<file path="config.mk">
export PLATFORM = sky130hd
export DESIGN_NAME = ib_fill_ctrl
export DESIGN_NICKNAME = d
export VERILOG_FILES = /design/src/rtl/ib_fill_ctrl.sv
export SDC_FILE = /design/constraint.sdc
export NUM_CORES = 1
export LEC_CHECK = 0
export CAP_MARGIN = 40
export CELL_PAD_IN_SITES_DETAIL_PLACEMENT = 1
export CELL_PAD_IN_SITES_GLOBAL_PLACEMENT = 2
export CORE_MARGIN = 10
export CORE_UTILIZATION = 30
export DETAILED_ROUTE_END_ITERATION = 12
export PLACE_DENSITY = 0.78
export SLEW_MARGIN = 10
export SYNTH_ARGS = -nofsm -noshare
export SYNTH_HDL_FRONTEND = slang
export SYNTH_SLANG_ARGS = --single-unit
</file>
<file path="constraint.sdc">
create_clock -name clk -period 4.3 [get_ports clk]
set_input_delay 1.075 -clock clk [delete_from_list [all_inputs] [get_ports clk]]
set_output_delay 1.075 -clock clk [all_outputs]
set_load 0.02 [all_outputs]
</file>
<file path="src/rtl/ib_fill_ctrl.sv">
// Instruction-buffer fill controller: a two-slot holding buffer between fetch and the IB FIFO,
// with credit-based fetch acceptance and read issue tracking.
module ib_fill_ctrl #(
    parameter int unsigned ENTRY_W = 71,
    parameter int unsigned CAP     = 15
) (
    input  logic               clk,
    input  logic               rst_,
    input  logic               flush,
    input  logic               stall,
    input  logic               fetch_valid,
    input  logic [1:0]         fetch_mask,
    input  logic [ENTRY_W-1:0] fetch_data0,
    input  logic [ENTRY_W-1:0] fetch_data1,
    output logic               fetch_ready,
    input  logic               rd_req,
    output logic [ENTRY_W-1:0] fifo_in,
    output logic               fifo_w_en,
    output logic               fifo_r_en,
    output logic               fifo_stall,
    output logic               fifo_flush,
    input  logic               fifo_full,
    output logic               issue_valid,
    output logic [4:0]         ib_count
);

    typedef enum logic [1:0] {
        H0 = 2'd0,
        H1 = 2'd1,
        H2 = 2'd2
    } hold_t;

    localparam logic [6:0] CAP_LIM = 7'(CAP);

    hold_t              state, state_nxt;
    logic [ENTRY_W-1:0] slot0, slot1, slot0_nxt, slot1_nxt;
    logic               wr_fire, rd_fire, accept, hold_drains;
    logic [1:0]         pend;
    logic [6:0]         room_need;

    always_comb begin
        pend        = (state == H2) ? 2'd2 : (state == H1) ? 2'd1 : 2'd0;
        wr_fire     = (state != H0) && !fifo_full && !flush;
        rd_fire     = rd_req && (ib_count != '0) && !stall && !flush;
        hold_drains = (state == H0) || ((state == H1) && wr_fire);
        room_need   = {2'b00, ib_count} + {5'b00000, pend} + 7'd2;
        // Gated by rst_ so the bundle handshake stays closed while reset is held.
        fetch_ready = rst_ && !flush && hold_drains && (room_need <= CAP_LIM);
        accept      = fetch_valid && fetch_ready;
    end

    // Acceptance only happens once the buffer is empty after this cycle's write,
    // so new slots always load from slot0 upward.
    always_comb begin
        state_nxt = state;
        slot0_nxt = slot0;
        slot1_nxt = slot1;
        if (wr_fire) begin
            slot0_nxt = slot1;
            state_nxt = (state == H2) ? H1 : H0;
        end
        if (accept) begin
            case (fetch_mask)
                2'b01: begin
                    slot0_nxt = fetch_data0;
                    state_nxt = H1;
                end
                2'b10: begin
                    slot0_nxt = fetch_data1;
                    state_nxt = H1;
                end
                2'b11: begin
                    slot0_nxt = fetch_data0;
                    slot1_nxt = fetch_data1;
                    state_nxt = H2;
                end
                default: ;
            endcase
        end
        if (flush) begin
            state_nxt = H0;
        end
    end

    always_ff @(posedge clk or negedge rst_) begin
        if (!rst_) begin
            state       <= H0;
            ib_count    <= '0;
            issue_valid <= 1'b0;
        end else if (flush) begin
            state       <= H0;
            ib_count    <= '0;
            issue_valid <= 1'b0;
        end else begin
            state       <= state_nxt;
            ib_count    <= ib_count + 5'(wr_fire) - 5'(rd_fire);
            issue_valid <= rd_fire;
        end
    end

    always_ff @(posedge clk) begin
        slot0 <= slot0_nxt;
        slot1 <= slot1_nxt;
    end

    assign fifo_in    = slot0;
    assign fifo_w_en  = wr_fire;
    assign fifo_r_en  = rd_fire;
    assign fifo_stall = stall;
    assign fifo_flush = flush;

endmodule

</file>
==> impl_summary.log <==
INFO  metric status = complete, no violations
INFO  metric cts.root.buffer_cell = sky130_fd_sc_hd__clkbuf_16
INFO  metric timing_max_transition_violations_final = 0
INFO  metric post_synth_and_or_nand_nor_area_fraction = 0.0229
INFO  metric final_antenna_net_count = 0
INFO  metric synth_largest_area_cell = sky130_fd_sc_hd__edfxtp_1
INFO  metric floorplan.die.width = 168 um
INFO  metric num_rows = 54
INFO  metric grt_pass1_vias = 5,320
INFO  metric clock_insertion_delay_worst_skew = 0.41 ns
INFO  metric setup_skew_after_layout = 0.0102 ns
INFO  metric crit_fanout = 4
INFO  metric grt_first_pass_wirelength = 31,800 um
INFO  metric number_of_top_level_pins = 233
INFO  metric ys_types = 40
INFO  metric place.port_buffers = 232
INFO  metric fin_hold_ws = 0.537 ns
INFO  metric post_drt_via_cell_ratio = 4.78
INFO  metric synth-xor-area-share = 0.00397
INFO  metric rrSetupSlack = 1.02 ns
INFO  metric dpl.hpwl = 14,400 um
INFO  metric power_density = 579 nW/um^2
INFO  metric startpoint_type = flop
INFO  metric fp.dieArea = 28,400 sq um
INFO  metric worstReg2RegStart = state[0]$_DFF_PN0_
INFO  metric final_cell_area = 9570 sq um
INFO  metric finalCritPeriodShare = 0.944
INFO  metric synth_fa_ha_area_frac = 0.0344
INFO  metric clock_tree.buffer_depth = 2
INFO  metric timing.rr.end = fifo_in[1]$_DFF_P_
INFO  metric finish.net_count = 857
INFO  metric cts.reportedPaths.clkPinSlew = 0.07 ns
INFO  metric n_antenna_cell = 0
INFO  metric tritoncts.num_buffers = 17
INFO  metric htree_levels = 4
INFO  metric worst_ep_arrival_time = 2.99 ns
INFO  metric worst-slew-pin-transition = 0.697 ns
INFO  metric grt_setup_unrepaired = false
INFO  metric synthesis_stage_register_bit_count = 150
INFO  metric globalRoute.totalOverflow = 0
INFO  metric setup_slack = 0.240 ns
INFO  metric totalWireLength = 20,300 um
INFO  metric power.leakage = 3.77 nW
INFO  metric cts_tree = done
INFO  metric total_power = 5.54 mW
INFO  metric fp.coreArea = 21,800 sq um
INFO  metric fmax = 246 MHz
INFO  metric syn2layout_area_growth = 44.8%
INFO  metric initial_drt_pass_iterations = 4
INFO  metric gp_routability_congestion = 0.776
INFO  metric post_synth_edffs = 71
INFO  metric route.detailed.drc = 0
INFO  metric yosys-top-cells-count = 142 x sky130_fd_sc_hd__mux2i_1, 71 x sky130_fd_sc_hd__a22oi_1, 71 x sky130_fd_sc_hd__dfxtp_1, 71 x sky130_fd_sc_hd__edfxtp_1, 15 x sky130_fd_sc_hd__ha_1
INFO  metric slew_headroom = 0.535
INFO  metric holdCritStartpoint = slot1[0]$_DFFE_PP_
INFO  metric pre_cts_ws = 0.342 ns
INFO  metric synthesis.nets = 633
INFO  metric postCtsResizedCells = 0
INFO  metric cts_hold_buffers = 0
INFO  metric syn-cell-area = 6610 sq um
INFO  metric min_to = fifo_in[0]$_DFF_P_
INFO  metric detailedRoute.firstIterationViolations = 163
INFO  metric drt-wirelength-per-cell = 20.7 um
INFO  metric mux_share_of_post_synthesis_cell_area = 0.215
INFO  metric syn-instance-count = 465
INFO  metric timing.setup.critical_path_class = flop to primary output
INFO  metric antenna_violations_before_repair = 1
INFO  metric ir_worst_vdd = 0.000241 V
INFO  metric synth_top_cells_by_area = sky130_fd_sc_hd__edfxtp_1 32%, sky130_fd_sc_hd__dfxtp_1 21%, sky130_fd_sc_hd__mux2i_1 21%
INFO  metric dominantRegCellSynth = sky130_fd_sc_hd__edfxtp_1
INFO  metric dominant_combinational_cell_family_by_area_after_synthesis = multiplexers
INFO  metric dpl_cell_area = 9020 sq um
INFO  metric clock-sinks = 150
INFO  metric seq_area_frac_synth = 0.568
INFO  metric via_count = 4,692
INFO  metric hp-class = flop to flop
INFO  metric drive_above_1_share = 0.0741
INFO  metric setup_viol = 0
INFO  metric async_reset_ff_frac = 0.0533
INFO  metric whs_path_depth = 2
INFO  metric area_fraction_in_compound_gates_after_synthesis = 0.0921
INFO  metric fp.dieH = 168 um
INFO  metric cts_setup_buffers = 0
INFO  metric worst_setup_path_end_kind = primary output
INFO  metric grt_start_max_net_pins = 73
INFO  metric synth_area_per_cell = 14.2 sq um
INFO  metric initial_core_util = 0.304
INFO  metric yosysTopAreaCellShare = 0.322
INFO  metric worstRegToRegCells = 11
INFO  metric global_route.usage.total = 0.141
INFO  metric layout.filler_cells = 2,215
INFO  metric worst-endpoint-required = 3.22 ns
INFO  metric synth_most_common_cell = sky130_fd_sc_hd__mux2i_1
INFO  metric drv.max_cap_violation_count = 0
INFO  metric finalHoldViolCount = 0
INFO  metric setup-tns-final = 0 ns
INFO  metric period_minus_slack = 4.06 ns
INFO  metric synth_warnings = 0
how the worst max path moves through the flow:
stage	from	slack (ns)	depth (start not counted)	end
2_1_floorplan	ib_count[1]$_DFF_PN0_	0.24	10	slot1[0]$_DFFE_PP_
3_3_place_gp	flush	0.37	5	fifo_r_en
3_5_place_dp	flush	0.34	5	fifo_r_en
4_1_cts	state[0]$_DFF_PN0_	0.22	10	fetch_ready
5_1_grt	state[0]$_DFF_PN0_	0.06	10	fetch_ready
6_report	state[0]$_DFF_PN0_	0.24	10	fetch_ready
sequential cells by signal, summed over array words and instances (netlist names):
name,cells
slot1,71
fifo_in,71
ib_count,5
issue_valid,1
state,2
layer usage:
| layer | share of wire | vias up | global-route usage |
|---|---|---|---|
| li1 | - | 2207 | - |
| met1 | 0.45 | 2309 | 0.177 |
| met2 | 0.47 | 159 | 0.223 |
| met3 | 0.075 | 15 | 0.0567 |
| met4 | 0.0092 | 2 | 0.0291 |
| met5 | 0.00098 | - | 0 |
worst max-delay path, stage by stage (launching register included):
cell	delay, ns
sky130_fd_sc_hd__dfrtp_1	0.40
sky130_fd_sc_hd__nand2b_1	0.18
sky130_fd_sc_hd__ha_1	0.28
sky130_fd_sc_hd__inv_1	0.06
sky130_fd_sc_hd__ha_1	0.19
sky130_fd_sc_hd__inv_1	0.07
sky130_fd_sc_hd__fa_1	0.35
sky130_fd_sc_hd__or2b_2	0.32
sky130_fd_sc_hd__nand3_2	0.10
sky130_fd_sc_hd__nor2_1	0.07
sky130_fd_sc_hd__clkdlybuf4s50_1	0.56
cell usage in the layout (no fill, tap or decap), drive strengths merged, types with 7 or more instances in the layout:
cell | netlist | layout
buf | 20 | 8
clkdlybuf4s50 | 0 | 232
edfxtp | 71 | 71
dfrtp | 8 | 8
inv | 12 | 19
ha | 15 | 15
a22oi | 71 | 71
nor2 | 7 | 7
mux2i | 142 | 142
dfxtp | 71 | 71
clkbuf | 1 | 18
cell families (layout without fill, tap and decap cells):
group,Yosys count,count (layout)
flip-flops,150,150
AO/OA/AOI/OAI,82,82
adder cells (fa/ha/maj),17,17
multiplexers,142,142
XOR/XNOR,3,3
buffers and inverters,47,284
AND/OR/NAND/NOR,24,24
report_power, final:
group | leakage (nW) | internal (mW) | switching [mW] | total (mW)
Clock | 0.268 | 0.770 | 0.637 | 1.41
Combinational | 2.15 | 1.03 | 1.01 | 2.04
Sequential | 1.34 | 1.87 | 0.214 | 2.09
cell type report:
type | count | area (sq um) | area share
clock buffer | 18 | 439 | 0.0459
sequential | 150 | 3750 | 0.392
inverter | 12 | 45.0 | 0.00471
multi-input combinational | 268 | 2450 | 0.256
tap | 280 | 350 | 0.0366
timing repair buffer | 240 | 2420 | 0.253
clock inverter | 14 | 116 | 0.0122
per-stage QoR:
step | instances | utilization
4_1_cts | 982 | 0.440
3_5_place_dp | 950 | 0.414
2_1_floorplan | 465 | -
6_report | 982 | 0.440
3_3_place_gp | 950 | 0.414
5_1_grt | 982 | 0.440
Note: power is estimated with default switching activity, not from simulation.
